### src/rtl/inst_fetcher.sv
// inst_fetcher: instruction-fetch stage. Owns the PC, looks it up in the
// Icache combinationally, refills the Icache from the memory controller on a
// miss and issues hits to the instruction queue one per cycle.
// Optional static branch predecode is enabled by defining IF_BPRED_EN.
module inst_fetcher #(
  parameter int              XLEN     = 32,
  parameter logic [XLEN-1:0] RESET_PC = '0
) (
  input  logic            clk_in,
  input  logic            rst_in,
  input  logic            rdy_in,
  output logic [XLEN-1:0] if_to_ic_fetch_addr,
  input  logic            ic_to_if_hit,
  input  logic [XLEN-1:0] ic_to_if_hit_inst,
  output logic [XLEN-1:0] if_to_ic_update_addr,
  output logic [XLEN-1:0] if_to_ic_inst,
  output logic            if_to_ic_inst_valid,
  output logic            if_to_mc_en,
  output logic [XLEN-1:0] if_to_mc_addr,
  input  logic            mc_to_if_done,
  input  logic [XLEN-1:0] mc_to_if_inst,
  input  logic            iq_to_if_full,
  input  logic            rob_to_if_jump,
  input  logic [XLEN-1:0] rob_to_if_jump_addr,
  output logic            if_to_iq_valid,
  output logic [XLEN-1:0] if_to_iq_inst,
  output logic [XLEN-1:0] if_to_iq_pc,
  output logic            if_to_iq_pred_jump
);

  typedef enum logic [1:0] {IDLE, WAIT_MEM, DRAIN} state_t;

  state_t          state, state_nxt;
  logic [XLEN-1:0] pc;
  logic [XLEN-1:0] mem_addr;
  logic [XLEN-1:0] next_pc;
  logic            pred_jump;
  logic            issue, req, refill;

  assign if_to_ic_fetch_addr = pc;
  assign if_to_mc_addr       = mem_addr;

`ifdef IF_BPRED_EN
  logic [6:0]      opcode;
  logic [XLEN-1:0] j_imm, b_imm;

  assign opcode = ic_to_if_hit_inst[6:0];
  assign j_imm  = {{(XLEN-21){ic_to_if_hit_inst[31]}}, ic_to_if_hit_inst[31],
                   ic_to_if_hit_inst[19:12], ic_to_if_hit_inst[20],
                   ic_to_if_hit_inst[30:21], 1'b0};
  assign b_imm  = {{(XLEN-13){ic_to_if_hit_inst[31]}}, ic_to_if_hit_inst[31],
                   ic_to_if_hit_inst[7], ic_to_if_hit_inst[30:25],
                   ic_to_if_hit_inst[11:8], 1'b0};

  // Static predecode: JAL always taken, backward conditional branches taken.
  always_comb begin
    pred_jump = 1'b0;
    next_pc   = pc + XLEN'(4);
    if (opcode == 7'b1101111) begin
      pred_jump = 1'b1;
      next_pc   = pc + j_imm;
    end else if (opcode == 7'b1100011 && ic_to_if_hit_inst[31]) begin
      pred_jump = 1'b1;
      next_pc   = pc + b_imm;
    end
  end
`else
  assign pred_jump = 1'b0;
  assign next_pc   = pc + XLEN'(4);
`endif

  // State register.
  always_ff @(posedge clk_in or negedge rst_in) begin
    if (!rst_in)     state <= IDLE;
    else if (rdy_in) state <= state_nxt;
  end

  // Next state and per-cycle actions. While a refill strobe is out the
  // Icache has not yet absorbed the word, so a miss that cycle is held off
  // rather than re-requested; the following cycle then hits.
  always_comb begin
    state_nxt = state;
    issue     = 1'b0;
    req       = 1'b0;
    refill    = 1'b0;
    if (rdy_in) begin
      case (state)
        IDLE: begin
          if (!rob_to_if_jump) begin
            if (ic_to_if_hit) begin
              issue = !iq_to_if_full;
            end else if (!if_to_ic_inst_valid) begin
              req       = 1'b1;
              state_nxt = WAIT_MEM;
            end
          end
        end
        WAIT_MEM: begin
          if (mc_to_if_done) begin
            refill    = 1'b1;
            state_nxt = IDLE;
          end else if (rob_to_if_jump) begin
            state_nxt = DRAIN;
          end
        end
        DRAIN: begin
          if (mc_to_if_done) begin
            refill    = 1'b1;
            state_nxt = IDLE;
          end
        end
        default: state_nxt = IDLE;
      endcase
    end
  end

  // PC, memory request, refill and issue registers; all frozen when !rdy_in.
  always_ff @(posedge clk_in or negedge rst_in) begin
    if (!rst_in) begin
      pc                   <= RESET_PC;
      mem_addr             <= '0;
      if_to_mc_en          <= 1'b0;
      if_to_ic_update_addr <= '0;
      if_to_ic_inst        <= '0;
      if_to_ic_inst_valid  <= 1'b0;
      if_to_iq_valid       <= 1'b0;
      if_to_iq_inst        <= '0;
      if_to_iq_pc          <= '0;
      if_to_iq_pred_jump   <= 1'b0;
    end else if (rdy_in) begin
      if_to_iq_valid      <= issue;
      if_to_ic_inst_valid <= refill;
      if (issue) begin
        if_to_iq_inst      <= ic_to_if_hit_inst;
        if_to_iq_pc        <= pc;
        if_to_iq_pred_jump <= pred_jump;
      end
      if (rob_to_if_jump) pc <= rob_to_if_jump_addr;
      else if (issue)     pc <= next_pc;
      // The MC transaction always completes, even after a redirect.
      if (req) begin
        mem_addr    <= pc;
        if_to_mc_en <= 1'b1;
      end else if (refill) begin
        if_to_mc_en <= 1'b0;
      end
      if (refill) begin
        if_to_ic_update_addr <= mem_addr;
        if_to_ic_inst        <= mc_to_if_inst;
      end
    end
  end

endmodule

### config.mk
export PLATFORM = sky130hd
export DESIGN_NAME = inst_fetcher
export DESIGN_NICKNAME = d
export VERILOG_FILES = /design/src/rtl/inst_fetcher.sv
export SDC_FILE = /design/constraint.sdc
export NUM_CORES = 1
export LEC_CHECK = 0
export ABC_AREA = 0
export BUFFER_PORTS_ARGS = -buffer_cell sky130_fd_sc_hd__buf_4
export CORE_ASPECT_RATIO = 1.1
export CORE_MARGIN = 5
export CORE_UTILIZATION = 51
export CTS_BUF_LIST = sky130_fd_sc_hd__clkbuf_8
export DETAILED_ROUTE_END_ITERATION = 10
export PLACE_DENSITY = 0.82
export SLEW_MARGIN = 10
export SYNTH_ARGS = -nofsm -noshare
export SYNTH_HDL_FRONTEND = slang
export SYNTH_SLANG_ARGS = --single-unit
### constraint.sdc
create_clock -name clk_in -period 2.6 [get_ports clk_in]
set_clock_uncertainty 0.1 [all_clocks]
set_input_delay 0.26 -clock clk_in [delete_from_list [all_inputs] [get_ports clk_in]]
set_output_delay 0.26 -clock clk_in [all_outputs]
set_load 0.02 [all_outputs]
### Yosys cells after proc, flatten, opt, wreduce, memory -nomap -nowiden

Index checks and enable logic that the tools add are counted.

| storage, ports and cells | value |
|---|---|
| bits in registers | 197 |
| word-level logic and storage cells | 52 |
| output and inout port bits | 196 |
| input port bits | 103 |

| operators by class | value |
|---|---|
| muxes and demuxes | 23 |
| $add $sub $neg | 1 |
| equal/unequal tests | 7 |
| reductions and logical operators | 11 |

Operators by type and width:

| cell | number |
|---|---|
| $mux W32 | 2 |
| $add A32 B3 Y32 const B | 1 |
| $mux W1 | 14 |
| $mux W2 | 6 |
| $reduce_and A2 Y1 | 5 |
| $ne A2 B2 Y1 const B | 4 |
| $pmux W2 S3 | 1 |
| $reduce_and A6 Y1 | 1 |
| $reduce_bool A2 Y1 | 2 |
| $ne A3 B3 Y1 const B | 1 |
| $eq A2 B1 Y1 const B | 1 |
| $eq A2 B2 Y1 const B | 1 |
| $logic_not A2 Y1 | 1 |
| $reduce_or A2 Y1 | 1 |
| $logic_not A1 Y1 | 1 |

### Logic depth before layout (Yosys ltp)

| logic depth | value |
|---|---|
| depth after elaboration | 7 |
| gate-level depth with buffers | 8 |
| gate-level depth less buffers | 7 |

### Least setup slack after synthesis

Ideal clock, no wire load.

| timing path | value |
|---|---|
| kind | register to register |
| start point | reg pc[7] (netlist: if_to_ic_fetch_addr[7]) |
| end point | reg pc[21] (netlist: if_to_ic_fetch_addr[21]) |
| path buffers | 2 |
| clock period less this slack | 2366 ps |
| data arrival time | 2140 ps |
| path slack | 234 ps |
| setup time | 126 ps |
| data required time | 2374 ps |
| stages on the path, launching flop included | 8 |
| path through | dfrtp_1 > buf_2 > nand3_2 > or4_4 > buf_6 > nor4_2 > mux2_2 > a221o_1 |

| on the way | value |
|---|---|
| word-level cells in the longest chain between the ends | 3 |

RTL lines:

| item | line | source |
|---|---|---|
| start: declaration | 34 | `logic [XLEN-1:0] pc;` |
| start signal: assignment | 138 | `if (rob_to_if_jump) pc <= rob_to_if_jump_addr;` |
| start signal: assignment | 139 | `else if (issue) pc <= next_pc;` |
| $add A32 B3 Y32 | 69 | `assign next_pc = pc + XLEN'(4);` |
| $mux W32 | 139 |  |
| $mux W32 | 138 |  |

No other way between the ends. The select of a mux whose other input is x is not followed.
A chain may end at the register's enable or synchronous reset.

### Final worst setup path

| timing path | value |
|---|---|
| start point | reg pc[5] (netlist: if_to_ic_fetch_addr[5]) |
| end point | reg pc[21] (netlist: if_to_ic_fetch_addr[21]) |

Same word-level chain as after synthesis.

==> impl_results.md <==
* Status: completed
* Drc violations at 0
* Mux cell area share after synthesis at 22.7%
* Fillers at 985
* Die span in x at 131 um
* RSZ-0062 raised after global routing: no
* Cell Int Power at 8.73 mW
* CTS Sinks at 197
* Final setup TNS at 0 ps
* Xor and xnor area share after synthesis at 0.215%
* Syn Nets at 717
* Multi-input logic area at 3070 um2
* Simple-gate share of the synthesized area at 6.52%
* Hold slack at 25.0 ps
* Core area at 15700 um2
* DIE AREA at 18600 um2
* I/O Buffers at 297
* Syn_area_per_cell at 13.4 um2
* Most common cell in the netlist: dfrtp_1
* # IOs at 299
* Reg clk slew, reported paths at 90 ps
* Period utilization at 89.1%
* Placer congestion estimate at 0.849
* Power Total at 14.1 mW
* CTS tree: done
* Top Family by Delay on Critical Path: simple AND/OR/NAND/NOR gates
* DRT antenna net count at 0
* Layout cells sized above 1 at 51.9%
* Largest net degree at the start of global routing at 69
* Placed Cells at 1094
* Synth Cell Area at 8160 um2
* Hold Vio Cnt, Final at 0
* Cells along the critical path: nand2_1, or4_4, nor4_2, mux2_2, a221o_1
* Setup-failing EPs final at 0
* Post-CTS Setup Repair Bufs at 0
* Final instance area at 12000 um2
* Worst path slowest cell: or4_4
* Pwr Density at 1170 nW/um2
* HPWL after DPL at 16300 um
* Global-route wire length before repair at 36500 um
* Synth Area in Adders at 0.614%
* Required time of the worst setup path at 2840 ps
* Clock buffer count from CTS at 17
* Setup WS post-layout at 283 ps
* Share of the synthesized area in the top cell type at 60.4%
* Min Tclk post-route at 2320 ps
* Headroom to the max-slew limit at 50.7%
* Critical path type: reg -> reg
* Worst-skew pair later-pin latency at 450 ps
* Final core area utilization at 76.8%
* Max Cap Violations at 0
* FP Rows at 48
* Number of global-route vias before repair at 6779
* Peak supply drop at 0.766 mV
* Remaining Overflow, GRT at 0
* Iter 0 DRT Violations at 404
* Final wirelength at 23700 um
* Post-Layout Cell Count at 1212
* Initial Util at 52.0%
* DR pass1 iterations at 4
* Ys flop type: dfrtp_1
* Most frequent cells after synthesis: 197 x dfrtp_1, 160 x mux2_2, 30 x a21oi_1
* Initial antenna violation count at 0
* Post-place setup slack at 281 ps
* Total GRT Usage at 25.1%
* Worst Path Arrival at 2560 ps
* Crit path largest cell delay at 640 ps
* Avg WL per Cell at 19.5 um
* Worst Path Max Fanout at 8
* Achievable Freq at 0.432 GHz
* Drt via density at 5.33
* Root buf cell: clkbuf_8
* Register bit count reported by yosys at 197
* Net switching component of the power at 5.35 mW
* CTS H-tree depth at 4
* Post-synthesis sequential area ratio at 60.4%
* Synth async-reset ratio at 100%
* CTS Buffer Depth at 2
* Sequential cell area at 4930 um2
* Flop pwr share at 38.5%
* Final Max Slew Viols at 0
* CP bufs+invs at 0
* Compound-gate portion of the synthesized area at 7.15%
* Largest family of logic cells by synthesized area: multiplexers
* Post-synth cell types at 50
* Top post-synthesis cells by area: dfrtp_1 60%, mux2_2 22%, a21oi_1 1.8%
* Detailed-route via count at 6464
* Dpl cell area at 10700 um2
* Synth area leader: dfrtp_1
* CP Launch Type: register
* Die Y at 143 um
* Net count, final at 1104
* Clk pwr share at 16.1%
* Min-Delay Path Class: in -> reg
* Area Overhead vs Synth at 47.6%
* Synthesis warning total at 0
* Sw frac at 38.0%
* Slew @ Worst Pin at 740 ps
* Post-CTS Resized at 0
* CP Capture Type: register
* Post-synth EDFFs at 0
* Power share of the combinational group at 45.4%
* P_leak at 5.62 nW
* Cells after synthesis at 610
==> flip-flops by register name, summed over array words and instances, names as in the netlist <==
signal and cells:
if_to_ic_fetch_addr 32, if_to_ic_update_addr 32, if_to_iq_inst 32, if_to_mc_en 1
state 2, if_to_ic_inst 32, if_to_iq_pc 32, if_to_mc_addr 32
if_to_iq_valid 1, if_to_ic_inst_valid 1
==> timing repair <==
item                                    CTS  global route
endpoints found under the setup margin    0             0
endpoints found under the hold margin   147             0
hold buffers                             84             0
==> path summary, 6_finish.rpt <==
| check | start | end | slack (ps) | cells after the start |
|---|---|---|---|---|
| hold / removal | mc_to_if_done | state[1]$_DFFE_PN0P_ | 30 | 3 |
| hold reg to reg | if_to_mc_en$_DFFE_PN0P_ | if_to_mc_en$_DFFE_PN0P_ | 390 | 1 |
| max in group asynchronous | rst_in | if_to_iq_inst[3]$_DFFE_PN0P_ | 1360 | 3 |
| setup reg to reg | if_to_ic_fetch_addr[5]$_DFFE_PN0P_ | if_to_ic_fetch_addr[21]$_DFFE_PN0P_ | 280 | 5 |
| min in group asynchronous | rst_in | if_to_ic_update_addr[13]$_DFFE_PN0P_ | 270 | 2 |
| setup / recovery | if_to_ic_fetch_addr[5]$_DFFE_PN0P_ | if_to_ic_fetch_addr[21]$_DFFE_PN0P_ | 280 | 5 |
==> layer usage <==
layer | global-route usage, % | vias to the layer above | routed length, um
met4 | 10.4 | 0 | 818
met1 | 30.3 | 3182 | 8910
met5 | 0 | - | 0
met3 | 7.03 | 52 | 1790
li1 | - | 2978 | -
met2 | 42.3 | 252 | 12200
==> cell usage in the layout (no fill, tap or decap), types with 2 or more instances in the layout <==
cell type and n:
nand3_2 2, a21o_1 2, nor4_1 6, buf_4 315
o22a_1 3, inv_6 3, ha_1 4, o21a_1 2
clkbuf_8 20, a2bb2oi_1 3, mux2_2 160, a22oi_1 4
dlygate4sd3_1 84, nor3_1 5, o22ai_1 7, nand2_1 25
and2_1 2, a31o_2 4, a311oi_1 2, o2bb2ai_1 2
bufinv_16 5, nor2_1 21, a31oi_1 4, buf_12 4
clkinv_2 2, nand3_1 15, and3_1 4, nor2_4 2
dfrtp_1 197, diode_2 2, a21oi_1 30, inv_1 9
mux2i_1 5, nand4_1 8, o21ai_0 28
==> kinds of logic (layout without fill, tap and decap cells) <==
| group | count (synthesis) | in the layout |
|---|---|---|
| AND/OR/NAND/NOR | 102 | 102 |
| adder cells (fa/ha/maj) | 4 | 4 |
| XOR/XNOR | 2 | 2 |
| AO/OA/AOI/OAI | 96 | 96 |
| other | 1 | 3 |
| flip-flops | 197 | 197 |
| multiplexers | 165 | 165 |
| buffers and inverters | 43 | 443 |
==> worst min-delay path, cell delays in order <==
cell and delay [ps]:
buf_4 110, nand2b_1 100, mux2i_1 70
==> layout make-up <==
type,instances,area share [%]
flip-flops and latches,197,40.9
clock buffers,19,2.17
multi-input cells,370,25.5
diodes,2,0.0416
well taps,200,2.08
inverters,7,0.218
repair buffers,404,27.4
clock inverters,13,1.67
==> power by group through the flow <==
stage / sequential [mW] / combinational [mW] / clock, mW
after floorplan: 6.98 / 1.66 / 0
after global routing: 5.61 / 6.76 / 2.44
final: 5.42 / 6.39 / 2.26
after CTS: 5.39 / 6.43 / 2.31
after global placement: 5.37 / 6.19 / 0
after detailed placement: 5.45 / 6.31 / 0
Note: power is estimated with default switching activity, not from simulation.
